==> config.mk <==
export PLATFORM = sky130hd
export DESIGN_NAME = path_sequencer
export DESIGN_NICKNAME = d
export VERILOG_FILES = /design/src/rtl/path_sequencer.sv
export SDC_FILE = /design/constraint.sdc
export NUM_CORES = 1
export LEC_CHECK = 0
export BUFFER_PORTS_ARGS = -buffer_cell sky130_fd_sc_hd__buf_2
export CAP_MARGIN = 20
export CORE_MARGIN = 2
export CORE_UTILIZATION = 40
export CTS_CLUSTER_DIAMETER = 60
export CTS_CLUSTER_SIZE = 20
export DETAILED_ROUTE_END_ITERATION = 6
export GPL_TIMING_DRIVEN = 0
export PLACE_DENSITY = 0.66
export SYNTH_ARGS = -nofsm -noshare
export SYNTH_HDL_FRONTEND = slang
export SYNTH_SLANG_ARGS = --single-unit
==> constraint.sdc <==
create_clock -name clk_3125KHz -period 4.93 [get_ports clk_3125KHz]
set_input_delay 0.986 -clock clk_3125KHz [delete_from_list [all_inputs] [get_ports clk_3125KHz]]
set_output_delay 0.986 -clock clk_3125KHz [all_outputs]
set_load 0.1 [all_outputs]
==> src/rtl/path_sequencer.sv <==
// path_sequencer
//   Run-time turn scheduler for the line-following motor datapath. A path of
//   up to DEPTH two-bit turn codes is loaded while idle; after `start` the code
//   of the upcoming node is presented on `turn_flag`. The sequencer advances one
//   entry per `node_changed` pulse, and raises `end_path` after the last node or
//   when no node arrives within TIMEOUT cycles.
//
// Ports
//   clk_3125KHz   in   system clock
//   rst_n         in   asynchronous active-low reset
//   wr_en         in   append wr_data to the path (IDLE only)
//   wr_data[1:0]  in   turn code: 0 straight, 1 right, 2 U-turn, 3 left
//   wr_clr        in   empty the path (IDLE and DONE)
//   start         in   begin traversal from entry 0 (IDLE and DONE)
//   abort         in   return to IDLE from any state, path kept
//   node_changed  in   pulse when the bot leaves a node
//   turn_flag     out  turn code for the upcoming node
//   end_path      out  stop-motors request
//   busy          out  traversal in progress
//   timeout_err   out  node timeout fault
//   node_idx      out  index of the current entry
//   path_len      out  number of stored entries (0..DEPTH)
//   wr_full       out  path memory full
module path_sequencer #(
  parameter int DEPTH   = 16,
  parameter int IDX_W   = 4,
  parameter int TIMEOUT = 31250000
) (
  input  logic             clk_3125KHz,
  input  logic             rst_n,
  input  logic             wr_en,
  input  logic [1:0]       wr_data,
  input  logic             wr_clr,
  input  logic             start,
  input  logic             abort,
  input  logic             node_changed,
  output logic [1:0]       turn_flag,
  output logic             end_path,
  output logic             busy,
  output logic             timeout_err,
  output logic [IDX_W-1:0] node_idx,
  output logic [IDX_W:0]   path_len,
  output logic             wr_full
);

  // TIMEOUT is bounded to 2^25, so the last count value fits in 25 bits.
  localparam int                 CNT_W   = 25;
  localparam logic [CNT_W-1:0]   CNT_LAST = CNT_W'(TIMEOUT - 1);
  localparam logic [IDX_W:0]     LEN_MAX  = (IDX_W + 1)'(DEPTH);

  typedef enum logic [1:0] {IDLE, RUN, DONE, FAULT} state_t;

  state_t           state_reg, state_next;
  logic [CNT_W-1:0] cnt_reg, cnt_next;
  logic [IDX_W-1:0] idx_next;
  logic [IDX_W:0]   len_next;
  logic             end_next, busy_next, terr_next;

  logic             mem_we;
  logic             load_turn;   // turn_flag <= mem[rd_addr]
  logic             turn_zero;   // turn_flag <= 0
  logic [IDX_W-1:0] rd_addr;
  logic             begin_run;
  logic [IDX_W:0]   idx_plus;

  logic [1:0] mem [DEPTH];

  assign wr_full  = (path_len == LEN_MAX);
  assign idx_plus = {1'b0, node_idx} + 1'b1;

  always_comb begin
    state_next = state_reg;
    cnt_next   = cnt_reg;
    idx_next   = node_idx;
    len_next   = path_len;
    end_next   = end_path;
    busy_next  = busy;
    terr_next  = timeout_err;
    mem_we     = 1'b0;
    load_turn  = 1'b0;
    turn_zero  = 1'b0;
    rd_addr    = '0;
    begin_run  = 1'b0;

    if (abort) begin
      state_next = IDLE;
      end_next   = 1'b0;
      terr_next  = 1'b0;
      busy_next  = 1'b0;
      turn_zero  = 1'b1;
      idx_next   = '0;
      cnt_next   = '0;
    end else begin
      case (state_reg)
        IDLE: begin
          if (wr_clr) begin
            len_next = '0;
          end else if (start) begin
            begin_run = 1'b1;
          end else if (wr_en && (path_len < LEN_MAX)) begin
            mem_we   = 1'b1;
            len_next = path_len + 1'b1;
          end
        end
        DONE: begin
          if (wr_clr) begin
            state_next = IDLE;
            len_next   = '0;
            end_next   = 1'b0;
          end else if (start) begin
            begin_run = 1'b1;
          end
        end
        RUN: begin
          // A node arriving on the timeout cycle still counts as in time.
          if (node_changed) begin
            if (idx_plus < path_len) begin
              idx_next  = idx_plus[IDX_W-1:0];
              rd_addr   = idx_plus[IDX_W-1:0];
              load_turn = 1'b1;
              cnt_next  = '0;
            end else begin
              state_next = DONE;
              end_next   = 1'b1;
              busy_next  = 1'b0;
              turn_zero  = 1'b1;
            end
          end else if (cnt_reg == CNT_LAST) begin
            state_next = FAULT;
            terr_next  = 1'b1;
            end_next   = 1'b1;
            busy_next  = 1'b0;
            turn_zero  = 1'b1;
          end else begin
            cnt_next = cnt_reg + 1'b1;
          end
        end
        default: ; // FAULT leaves only on abort
      endcase

      if (begin_run) begin
        idx_next = '0;
        cnt_next = '0;
        if (path_len == '0) begin
          state_next = DONE;
          end_next   = 1'b1;
          busy_next  = 1'b0;
          turn_zero  = 1'b1;
        end else begin
          state_next = RUN;
          end_next   = 1'b0;
          busy_next  = 1'b1;
          rd_addr    = '0;
          load_turn  = 1'b1;
        end
      end
    end
  end

  always_ff @(posedge clk_3125KHz or negedge rst_n) begin
    if (!rst_n) begin
      state_reg   <= IDLE;
      cnt_reg     <= '0;
      node_idx    <= '0;
      path_len    <= '0;
      end_path    <= 1'b0;
      busy        <= 1'b0;
      timeout_err <= 1'b0;
      turn_flag   <= 2'd0;
    end else begin
      state_reg   <= state_next;
      cnt_reg     <= cnt_next;
      node_idx    <= idx_next;
      path_len    <= len_next;
      end_path    <= end_next;
      busy        <= busy_next;
      timeout_err <= terr_next;
      if (load_turn)
        turn_flag <= mem[rd_addr];
      else if (turn_zero)
        turn_flag <= 2'd0;
    end
  end

  // Path storage is not reset; path_len alone defines which entries are valid.
  always_ff @(posedge clk_3125KHz) begin
    if (mem_we)
      mem[path_len[IDX_W-1:0]] <= wr_data;
  end

endmodule

Word level (Yosys, flattened, before mapping)
Memory sizes are Yosys's and may differ from the RTL's.
Index checks and enable logic that the tools add are counted.
{ "totals": {"wordCells": 122, "regBits": 41, "ram_bits": 32, "out_inout_bits": 15, "n_memories": 1, "in_bits": 9} }
{ "op_classes": {"bitwise_logic": 1, "n_lt_le_gt_ge": 2, "n_reduce_logical": 19, "eq_ne": 14, "add_sub_neg": 3, "n_mux": 74} }
{ "memory_table": {"columns": ["memory", "words", "word_bits", "read_ports", "rd_ports_with_merged_regs", "write_ports", "line_no", "text"], "rows": [
  ["mem", 16, 2, 1, 0, 1, "66", "logic [1:0] mem [DEPTH];"]
]} }
{ "ops": {"columns": ["cell", "count"], "rows": [
  ["25-bit 2-to-1 mux", 6],
  ["4-bit 2-to-1 mux", 11],
  ["1-bit 2-to-1 mux", 41],
  ["25-bit by 1-bit adder with 25-bit output, second input constant", 1],
  ["25-bit equality test, second input constant", 1],
  ["5-bit 2-to-1 mux", 4],
  ["2-bit 2-to-1 mux", 9],
  ["3-bit AND reduction", 4],
  ["5-bit inequality test, second input constant", 2],
  ["5-bit case mux with 2 select lines", 1],
  ["3-bit nonzero test", 3],
  ["4-bit by 3-bit inequality test with 1-bit output, second input constant", 2],
  ["2-bit nonzero test", 4],
  ["4-bit nonzero test", 2],
  ["3-bit inequality test, second input constant", 2],
  ["4-bit by 1-bit adder with 5-bit output, second input constant", 1],
  ["5-bit by 1-bit adder with 5-bit output, second input constant", 1],
  ["5-bit equality test, second input constant", 1],
  ["5-bit logical NOT", 1],
  ["5-bit less-than comparator", 1],
  ["5-bit less-than comparator, second input constant", 1],
  ["5-bit AND reduction", 1],
  ["2-bit inequality test, second input constant", 2],
  ["4-bit by 2-bit inequality test with 1-bit output, second input constant", 1],
  ["other kinds (10)", 10]
]} }

Longest topological paths before layout
Gate-level depths: netlist of run 1.
{ "logic_depth": {"word_depth": 10, "depth_mapped": 11, "mapped_depth_nobuf": 9} }

Worst setup path after synthesis of run 1
No wires, ideal clock.
{ "synth_timing": {"path_type": "reg2out", "start": "register path_len[1]", "end": "output wr_full", "path_buffers": 0, "arrival_time_ps": 3305, "stages_incl_launch_ff": 5, "required_time_ps": 3944, "path_slack_ps": 639, "path_cell_list": "dfrtp_1 inv_1 ha_1 nand2_1 nor3_1"} }
{ "synth_between": {"elab_chain_cells": 1} }
{ "synth_rtl": {"columns": ["element", "line_no", "text"], "rows": [
  ["start: declaration", "42", "output logic [IDX_W:0] path_len,"],
  ["start signal: assignment", "174", "path_len <= len_next;"],
  ["5-bit equality test", "68", "assign wr_full = (path_len == LEN_MAX);"],
  ["end: declaration", "43", "output logic wr_full"]
]} }
Every way passes these cells.

Worst setup path after layout of run 1
{ "layout_timing": {"start": "register node_idx[0]", "end": "register cnt_reg[11]"} }
{ "layout_between": {"elab_chain_cells": 4} }
{ "layout_rtl": {"columns": ["element", "line_no", "text"], "rows": [
  ["start: declaration", "41", "output logic [IDX_W-1:0] node_idx,"],
  ["start signal: assignment", "173", "node_idx <= idx_next;"],
  ["4-bit by 1-bit adder with 5-bit output", "69", "assign idx_plus = {1'b0, node_idx} + 1'b1;"],
  ["5-bit less-than comparator", "117", "if (idx_plus < path_len) begin"],
  ["4-bit by 2-bit inequality test with 1-bit output (no source line)", null, null],
  ["3-bit AND reduction (no source line)", null, null],
  ["end signal: assignment", "172", "cnt_reg <= cnt_next;"],
  ["end: declaration", "54", "logic [CNT_W-1:0] cnt_reg, cnt_next;"]
]} }
Every way passes these cells.
A chain may end at the register's enable or synchronous reset.

==> flow_metrics.py, run 1 <==
metrics = {
    "global_routing": {
        "overflow": 0,
        "grt_pass1_vias": 2872,
        "grt_util_all_layers_pct": 17.63,
        "grt_pass1_wl_um": 14210,
        "grt_max_degree": 41,
        "antenna_found_initial": 0,
    },
    "placement": {
        "dp.cells": 523,
        "place_congestion": 0.9078,
        "io_buffers": 23,
        "dp_hpwl_um": 6440,
        "placement.cell_area_sq_um": 4184,
    },
    "sta": {
        "fmax_ghz": 0.3023,
        "slew_headroom_pct": 41.15,
        "hold_viol": 0,
        "fin_crit_sh_pct": 67.10,
        "final.min_clock_period_ps": 3308,
        "setup_violations": 0,
        "fin_tns_setup_ps": 0,
        "drv_slew": 0,
        "rsz0062_at_grt": "false",
        "tightest_slew_ps": 882.7,
        "fin_skew_ps": 15.78,
    },
    "layout": {
        "design_area_sq_um": 4410,
        "largest_reg_flops": 32,
        "layout.cells.non_filler": 539,
        "num_antenna_cells": 0,
        "area_growth_pct": 13.02,
        "drive_above_1_share_pct": 17.00,
        "layout.nets": 423,
    },
    "routing": {
        "drc": 0,
        "wl_um": 8664,
        "initialDrtViolationCount": 157,
        "firstDrtPassIters": 6,
        "via_per_inst": 5.369,
        "ant_nets": 0,
        "dr_total_vias": 2894,
        "detail_route.wl_per_cell_um": 16.07,
    },
    "critical_path": {
        "reg2reg_slack_ps": 1620,
        "crit_fanout": 10,
        "crit_arrival_ps": 3520,
        "cp-start-kind": "flop",
        "r2r-end": "cnt_reg[11]",
        "crit_required_ps": 5140,
        "cp-end-kind": "flop",
        "worstRegToRegCells": 8,
        "crit-reg2reg-launch": "node_idx[0]",
        "critPathKind": "flop to flop",
    },
    "power_and_ir_drop": {
        "seqPwrFrac_pct": 43.0,
        "power_switching_w": 0.0005387,
        "internal-power_w": 0.001024,
        "switching_share_pct": 34.46,
        "combPwrFrac_pct": 22.8,
        "leakage_nw": 1.628,
        "ir_drop_mv": 0.3062,
        "power_frac_clock_pct": 34.1,
        "power_w": 0.001563,
        "p_per_area_nw_per_um2": 354.4,
    },
    "synthesis": {
        "synth_cell_type_count": 60,
        "syn_area_sq_um": 3902,
        "synth_top_area_cell": "dfrtp_1",
        "synth_area_leaders": "dfrtp_1 (26%), edfxtp_1 (25%), nor2_1 (5.1%), xnor2_1 (4.3%), ha_1 (4.2%)",
        "async_reset_ff_share_pct": 55.56,
        "ys_warn_count": 0,
        "synth_edf_count": 32,
        "netlist_instances": 367,
        "yosysTopAreaCellShare_pct": 25.65,
        "ys_seq_area_share_pct": 50.27,
        "synth_seq_cells": 72,
        "yosysMostFrequentCell": "nor2_1",
        "synth_fp_nets": 389,
        "synth_common_cells": "nor2_1 (53), dfrtp_1 (40), nand2_1 (34)",
        "ys.flop_type": "dfrtp_1",
        "syn_avg_cell_area_sq_um": 10.63,
    },
    "min_path": {
        "hp-class": "flop to flop",
        "hold_end": "state_reg[0]",
        "hold_start": "state_reg[0]",
        "hold_path_depth": 1,
    },
    "clocking": {
        "post_cts_resized": 0,
        "cts_buffers": 9,
        "cts_setup_buffers": 0,
        "clock_path_buffers": 2,
        "cts_root_buf": "clkbuf_8",
        "clk_latency_ps": 350,
        "ctsHoldBuffers": 0,
        "cts_tree": "built",
        "clk_pin_slew_ps": 90,
        "cts.sinks": 72,
        "htreeDepth": 3,
    },
    "floorplan": {
        "core-area_sq_um": 9639,
        "die_x_um": 102.8,
        "std_cell_rows": 36,
        "die_y_um": 102.8,
        "start_util_pct": 40.49,
        "ioPinCount": 24,
        "fp.dieArea_sq_um": 10560,
    },
    "run": {
        "cap_violations": 0,
    },
    "outcome": {
        "status": "complete, no violations",
    },
}
==> worst max-delay path: stages (launching register included) <==
cell and delay (ps):
dfrtp_1 490, ha_1 280, xor2_1 520, ha_1 360, a21oi_1 190, o21ai_2 130
o211ai_1 610, clkbuf_1 460, nor2_1 120
==> cell families after synthesis <==
kind of cell	count (synthesis)	share of synthesized area (%)
compound gates	67	12.79
xor+xnor	26	5.835
fa+ha+maj	13	4.168
buf+inv	22	2.437
flops	72	50.27
mux	10	4.553
simple gates	157	19.94
==> cells in the final DEF (no fill, tap or decap), types with 3 or more instances in the layout <==
| master | instances |
|---|---|
| a2111oi_2 | 3 |
| a211oi_1 | 9 |
| a21oi_1 | 14 |
| and3_1 | 5 |
| buf_2 | 27 |
| clkbuf_1 | 6 |
| clkbuf_8 | 9 |
| dfrtp_1 | 40 |
| edfxtp_1 | 32 |
| ha_1 | 13 |
| inv_1 | 10 |
| inv_6 | 3 |
| mux4_2 | 6 |
| nand2_1 | 34 |
| nand2b_1 | 7 |
| nand3_1 | 19 |
| nand3b_1 | 3 |
| nand4_1 | 7 |
| nor2_1 | 53 |
| nor2b_1 | 4 |
| nor3_1 | 7 |
| o211ai_1 | 4 |
| o21ai_0 | 10 |
| o21ai_2 | 3 |
| o31ai_1 | 3 |
| xnor2_1 | 19 |
| xor2_1 | 7 |
==> metrics by stage <==
step / util, % / setup WS, ps / hold WS, ps
final: 45.76 / 1622 / 527.5
after global routing: 45.76 / 1268 / 566.7
after floorplan: - / 639.4 / 484.9
after global placement: 43.41 / 1681 / 505.6
after detailed placement: 43.41 / 1652 / 517.8
after CTS: 45.76 / 1610 / 536.4
==> worst max path at each step <==
stage / from / endpoint / slack, ps / depth (start not counted)
floorplan: path_len[1] / wr_full / 640 / 4
CTS: node_idx[0] / cnt_reg[14] / 1610 / 8
global placement: node_idx[0] / cnt_reg[14] / 1680 / 8
finish: node_idx[0] / cnt_reg[11] / 1620 / 8
detailed placement: node_idx[0] / cnt_reg[14] / 1650 / 8
global route: node_idx[0] / cnt_reg[14] / 1270 / 8
==> power groups by stage <==
| stage | combinational [W] | sequential [W] | clock (W) |
|---|---|---|---|
| after global placement | 0.000353 | 0.000685 | 0 |
| final | 0.000357 | 0.000673 | 0.000533 |
| after detailed placement | 0.000356 | 0.000687 | 0 |
| after floorplan | 0.000162 | 0.000795 | 0 |
| after global routing | 0.000390 | 0.000677 | 0.000577 |
| after CTS | 0.000359 | 0.000674 | 0.000546 |
==> cell type report <==
| type | instances | area (sq um) |
|---|---|---|
| well taps | 133 | 166.4 |
| plain buffers | 12 | 57.56 |
| clock buffers | 9 | 123.9 |
| clock inverters | 7 | 102.6 |
| fillers | 923 | 5229 |
| inverters | 10 | 37.54 |
| multi-input cells | 273 | 1846 |
| flip-flops and latches | 72 | 1962 |
| repair buffers | 23 | 115.1 |
==> routing by layer <==
metal	track usage (%)	up-vias	wire length, um
li1	-	1410	-
met1	21.56	1408	3862
met2	30.67	64	4395
met3	3.797	12	247
met4	6.579	0	159
met5	0	-	0
No activity file was read; power rests on OpenSTA's default activity.
==> run 2: changes to the inputs <==
--- a/config.mk
+++ b/config.mk
@@ -13,7 +13,7 @@
 export CTS_CLUSTER_SIZE = 20
 export DETAILED_ROUTE_END_ITERATION = 6
 export GPL_TIMING_DRIVEN = 0
-export PLACE_DENSITY = 0.66
+export PLACE_DENSITY = 0.69
 export SYNTH_ARGS = -nofsm -noshare
 export SYNTH_HDL_FRONTEND = slang
 export SYNTH_SLANG_ARGS = --single-unit
==> constraint.sdc (replaced) <==
create_clock -name clk_3125KHz -period 2.69 [get_ports clk_3125KHz]
set_input_delay 0.538 -clock clk_3125KHz [delete_from_list [all_inputs] [get_ports clk_3125KHz]]
set_output_delay 0.538 -clock clk_3125KHz [all_outputs]
set_load 0.1 [all_outputs]
==> flow_metrics.py, run 2 (synthesis gave the netlist of run 1 again) <==
metrics = {
    "outcome": {
        "status": "complete, no violations",
    },
    "routing": {
        "drc": 0,
        "initialDrtViolationCount": 201,
        "ant_nets": 0,
        "dr_total_vias": 2952,
        "firstDrtPassIters": 4,
        "wl_um": 9213,
        "via_per_inst": 5.417,
        "detail_route.wl_per_cell_um": 16.90,
    },
    "critical_path": {
        "crit_required_ps": 2920,
        "slowest_stage": "dfrtp_4",
        "crit_buf_inv": 0,
        "cp_top_family": "compound AO/OA/AOI/OAI gates",
        "crit_arrival_ps": 2810,
        "cp-start-kind": "flop",
        "cp_common_cell": "o32ai_1",
        "crit_fanout": 7,
        "path_cells": "ha_4 -> and3_1 -> ha_1 -> and2b_1 -> nand3b_1 -> o21a_2 -> o32ai_1 -> o32ai_1 -> a32o_1",
        "cp-end-kind": "flop",
        "max_stage_delay_ps": 510,
        "critPathKind": "flop to flop",
    },
    "floorplan": {
        "start_util_pct": 40.49,
        "ioPinCount": 24,
        "die_x_um": 102.8,
        "core-area_sq_um": 9639,
        "die_y_um": 102.8,
        "std_cell_rows": 36,
        "fp.dieArea_sq_um": 10560,
    },
    "layout": {
        "nFillCells": 908,
        "post-route-util_pct": 47.75,
        "area_growth_pct": 17.95,
        "design_area_sq_um": 4603,
        "drive_above_1_share_pct": 24.03,
        "layout.nets": 429,
        "multiInputGateArea_sq_um": 1981,
        "largest_reg_flops": 32,
        "final_cell_mix": "nor2_1 (53), nand2_1 (34), edfxtp_1 (32), dfrtp_1 (31), buf_2 (26)",
        "num_antenna_cells": 0,
        "ff_latch_area_sq_um": 1986,
        "final_common_cell": "nor2_1",
    },
    "global_routing": {
        "grt_pass1_wl_um": 15110,
        "overflow": 0,
        "grt_util_all_layers_pct": 18.89,
        "grt_pass1_vias": 2961,
        "grt_max_degree": 41,
        "antenna_found_initial": 0,
    },
    "min_path": {
        "hp-class": "primary input to async pin",
    },
    "sta": {
        "setup_violations": 0,
        "fmax_ghz": 0.3875,
        "hold_viol": 0,
        "final.min_clock_period_ps": 2581,
        "setup_ws_ps": 109.0,
        "drv_slew": 0,
        "tightest_slew_ps": 898.0,
        "fin_tns_setup_ps": 0,
        "slew_headroom_pct": 40.13,
        "fin_crit_sh_pct": 95.95,
        "rsz0062_at_grt": "true",
        "fin_skew_ps": 13.90,
    },
    "placement": {
        "io_buffers": 23,
        "dp_hpwl_um": 6638,
        "place_ws_ps": -220.4,
        "placement.cell_area_sq_um": 4269,
        "place_congestion": 0.8552,
    },
    "clocking": {
        "clk_latency_ps": 350,
        "clk_pin_slew_ps": 90,
        "cts_buffers": 9,
        "cts_tree": "built",
        "clock_path_buffers": 2,
        "cts.sinks": 72,
        "cts_root_buf": "clkbuf_8",
        "htreeDepth": 3,
    },
    "run": {
        "cap_violations": 0,
    },
    "power_and_ir_drop": {
        "leakage_nw": 1.651,
        "power_w": 0.002785,
        "ir_drop_mv": 0.6258,
        "p_per_area_nw_per_um2": 605.0,
    },
}
## run 2: cell count changes in the layout (fill, tap and decap cells not counted), sizes merged
cell,before,now
clkinv,1,3
bufinv,2,1
buf,29,37
inv,13,11
clkinvlp,1,2
clkbuf,15,13
## run 2: layer usage
metal  part of all wire [%]  wire (um)  track usage [%]
met3                    3.1        282            3.932
met1                     42       3881            22.49
met2                     54       4930            33.99
met5                      0          0                0
met4                    1.3        119            6.478
## run 2: final timing paths
kind                       slack (ps)          from  cells after the start            to
hold / removal                    300         rst_n                      1   cnt_reg[11]
hold reg to reg                   540  state_reg[0]                      1  state_reg[0]
max in group asynchronous        1710         rst_n                      1   node_idx[2]
min in group clk_3125KHz          540  state_reg[0]                      1  state_reg[0]
setup reg to reg                  110   node_idx[1]                      9  turn_flag[1]
setup / recovery                  110   node_idx[1]                      9  turn_flag[1]
## run 2: timing repair
action                     in CTS  in global routing
resized for setup               3                 15
setup buffers                   5                  3
hold buffers                    0                  0
setup endpoints to repair      21                 21
pin swaps                       3                  1
## run 2: final cells by class
cell class / count / area share, %
tap: 133 / 3.615
clock inverter: 7 / 1.549
multi-input combinational: 273 / 43.03
sequential: 72 / 43.14
buffer: 10 / 1.359
inverter: 10 / 0.8154
clock buffer: 9 / 2.691
timing repair buffer: 31 / 3.805
## run 2: metrics by stage
stage,std cells,hold slack [ps]
CTS,542,329.1
floorplan,367,242.4
global placement,523,504.9
finish,545,302.4
global route,545,378.2
detailed placement,523,517.1
## run 2: power breakdown
| part | internal, W | leakage [nW] | switching, W | total, W |
|---|---|---|---|---|
| Clock | 0.000428 | 0.0933 | 0.000427 | 0.000855 |
| Sequential | 0.00119 | 0.827 | 0.0000559 | 0.00125 |
| Combinational | 0.000175 | 0.731 | 0.000508 | 0.000684 |
| Total | 0.00179 | 1.65 | 0.000991 | 0.00278 |
## run 2: worst register-to-register path, cell delays in order, from the launching register on
cell and delay, ps:
dfrtp_4 510, ha_4 190, and3_1 170, ha_1 170, and2b_1 230, nand3b_1 200
o21a_2 310, o32ai_1 310, o32ai_1 140, a32o_1 220
==> run 3: changes to the inputs <==
==> constraint.sdc (replaced) <==
create_clock -name clk_3125KHz -period 2.69 [get_ports clk_3125KHz]
set_input_delay 0.6725 -clock clk_3125KHz [delete_from_list [all_inputs] [get_ports clk_3125KHz]]
set_output_delay 0.6725 -clock clk_3125KHz [all_outputs]
set_load 0.1 [all_outputs]
==> flow_metrics.py, run 3 (synthesis gave the netlist of run 1 again) <==
metrics = {
    "sta": {
        "fmax_ghz": 0.3747,
        "drv_slew": 0,
        "fin_skew_ps": 15.49,
        "tightest_slew_ps": 889.7,
        "slew_headroom_pct": 40.68,
        "final.min_clock_period_ps": 2669,
        "rsz0062_at_grt": "true",
        "setup_violations": 0,
        "setup_ws_ps": 21.39,
        "fin_crit_sh_pct": 99.20,
        "hold_viol": 0,
    },
    "layout": {
        "num_antenna_cells": 0,
        "final_cell_mix": "nor2_1 (53), nand2_1 (34), edfxtp_1 (32), dfrtp_1 (30), buf_2 (27)",
        "largest_reg_flops": 32,
        "layout.cells.non_filler": 551,
        "final_common_cell": "nor2_1",
        "drive_above_1_share_pct": 26.32,
        "area_growth_pct": 21.29,
        "layout.nets": 435,
        "design_area_sq_um": 4733,
        "post-route-util_pct": 49.10,
    },
    "critical_path": {
        "cp-end-kind": "flop",
        "crit_required_ps": 2930,
        "crit_fanout": 5,
        "cp-start-kind": "flop",
        "crit_arrival_ps": 2910,
        "critPathKind": "flop to flop",
    },
    "placement": {
        "placement.cell_area_sq_um": 4278,
        "place_ws_ps": -250.8,
        "io_buffers": 23,
        "dp_hpwl_um": 6376,
        "place_congestion": 0.8645,
        "dp.cells": 523,
    },
    "power_and_ir_drop": {
        "power_w": 0.002851,
        "leakage_nw": 1.688,
        "p_per_area_nw_per_um2": 602.4,
        "ir_drop_mv": 0.5129,
    },
    "clocking": {
        "clock_path_buffers": 2,
        "cts.sinks": 72,
        "cts_root_buf": "clkbuf_8",
        "cts_buffers": 9,
        "cts_tree": "built",
        "clk_pin_slew_ps": 90,
        "htreeDepth": 3,
        "ctsHoldBuffers": 0,
        "clk_latency_ps": 360,
    },
    "global_routing": {
        "grt_pass1_vias": 2957,
        "grtUsageMet1_pct": 22.64,
        "busiest_layer": "met2",
        "use_met2_pct": 32.48,
        "grt_pass1_wl_um": 15000,
        "use_met3_pct": 4.678,
        "antenna_found_initial": 0,
        "grt_max_degree": 41,
        "overflow": 0,
        "grt_util_all_layers_pct": 18.77,
    },
    "routing": {
        "dr_total_vias": 2983,
        "wl_um": 9183,
        "initialDrtViolationCount": 144,
        "ant_nets": 0,
        "firstDrtPassIters": 4,
        "detail_route.wl_per_cell_um": 16.67,
        "via_per_inst": 5.414,
        "drc": 0,
    },
    "floorplan": {
        "die_x_um": 102.8,
        "core-area_sq_um": 9639,
        "ioPinCount": 24,
        "die_y_um": 102.8,
        "std_cell_rows": 36,
        "start_util_pct": 40.49,
        "fp.dieArea_sq_um": 10560,
    },
    "min_path": {
        "hp-class": "primary input to async pin",
    },
    "outcome": {
        "status": "complete, no violations",
    },
    "run": {
        "cap_violations": 0,
    },
}
run 3: worst paths after layout:
| check | startpoint | endpoint | slack (ps) | depth (start not counted) |
|---|---|---|---|---|
| max | node_idx[1] | cnt_reg[23] | 20 | 10 |
| min | rst_n | cnt_reg[16] | 430 | 1 |
| max reg2reg | node_idx[1] | cnt_reg[23] | 20 | 10 |
| min reg2reg | state_reg[0] | state_reg[0] | 530 | 1 |
| max in group asynchronous | rst_n | node_idx[2] | 1600 | 1 |
| min in group clk_3125KHz | state_reg[0] | state_reg[0] | 530 | 1 |
run 3: per-layer routing:
layer / vias up / share of wire (%)
li1: 1438 / -
met1: 1472 / 42
met2: 62 / 52
met3: 11 / 3.8
met4: 0 / 1.3
met5: - / 0
run 3: final cells by class:
| cell class | count | area, sq um |
|---|---|---|
| fillers | 892 | 4906 |
| multi-input cells | 273 | 2026 |
| flip-flops and latches | 72 | 1987 |
| repair buffers | 36 | 242.7 |
| well taps | 133 | 166.4 |
| clock buffers | 9 | 123.9 |
| clock inverters | 7 | 80.08 |
| plain buffers | 11 | 70.07 |
| inverters | 10 | 37.54 |
run 3: metrics by stage:
step           hold WS, ps  setup TNS, ps
6_report             427.1              0
3_5_place_dp         515.6          -4457
4_1_cts              449.1              0
5_1_grt              510.0         -38.24
2_1_floorplan        376.9              0
3_3_place_gp         505.1          -3236
run 3: repair_timing:
item,CTS,global route
setup buffers,4,8
endpoints found under the setup margin,22,22
gates resized for setup,2,24
endpoints found under the hold margin,0,0
cloned,0,1
pin swaps,3,8
run 3: report_power, final:
| part | switching, W | internal (W) | leakage, nW |
|---|---|---|---|
| Clock | 0.000450 | 0.000437 | 0.0964 |
| Sequential | 0.0000505 | 0.00119 | 0.825 |
| Combinational | 0.000528 | 0.000193 | 0.766 |
run 3: worst max-delay path: stages (launching register included):
cell and delay, ps:
dfrtp_4 510, ha_4 190, and3_4 160, ha_4 140
and2b_1 230, nand3b_1 230, o211a_4 350, buf_8 140
a2111oi_4 350, xnor2_1 160, nor2_1 70
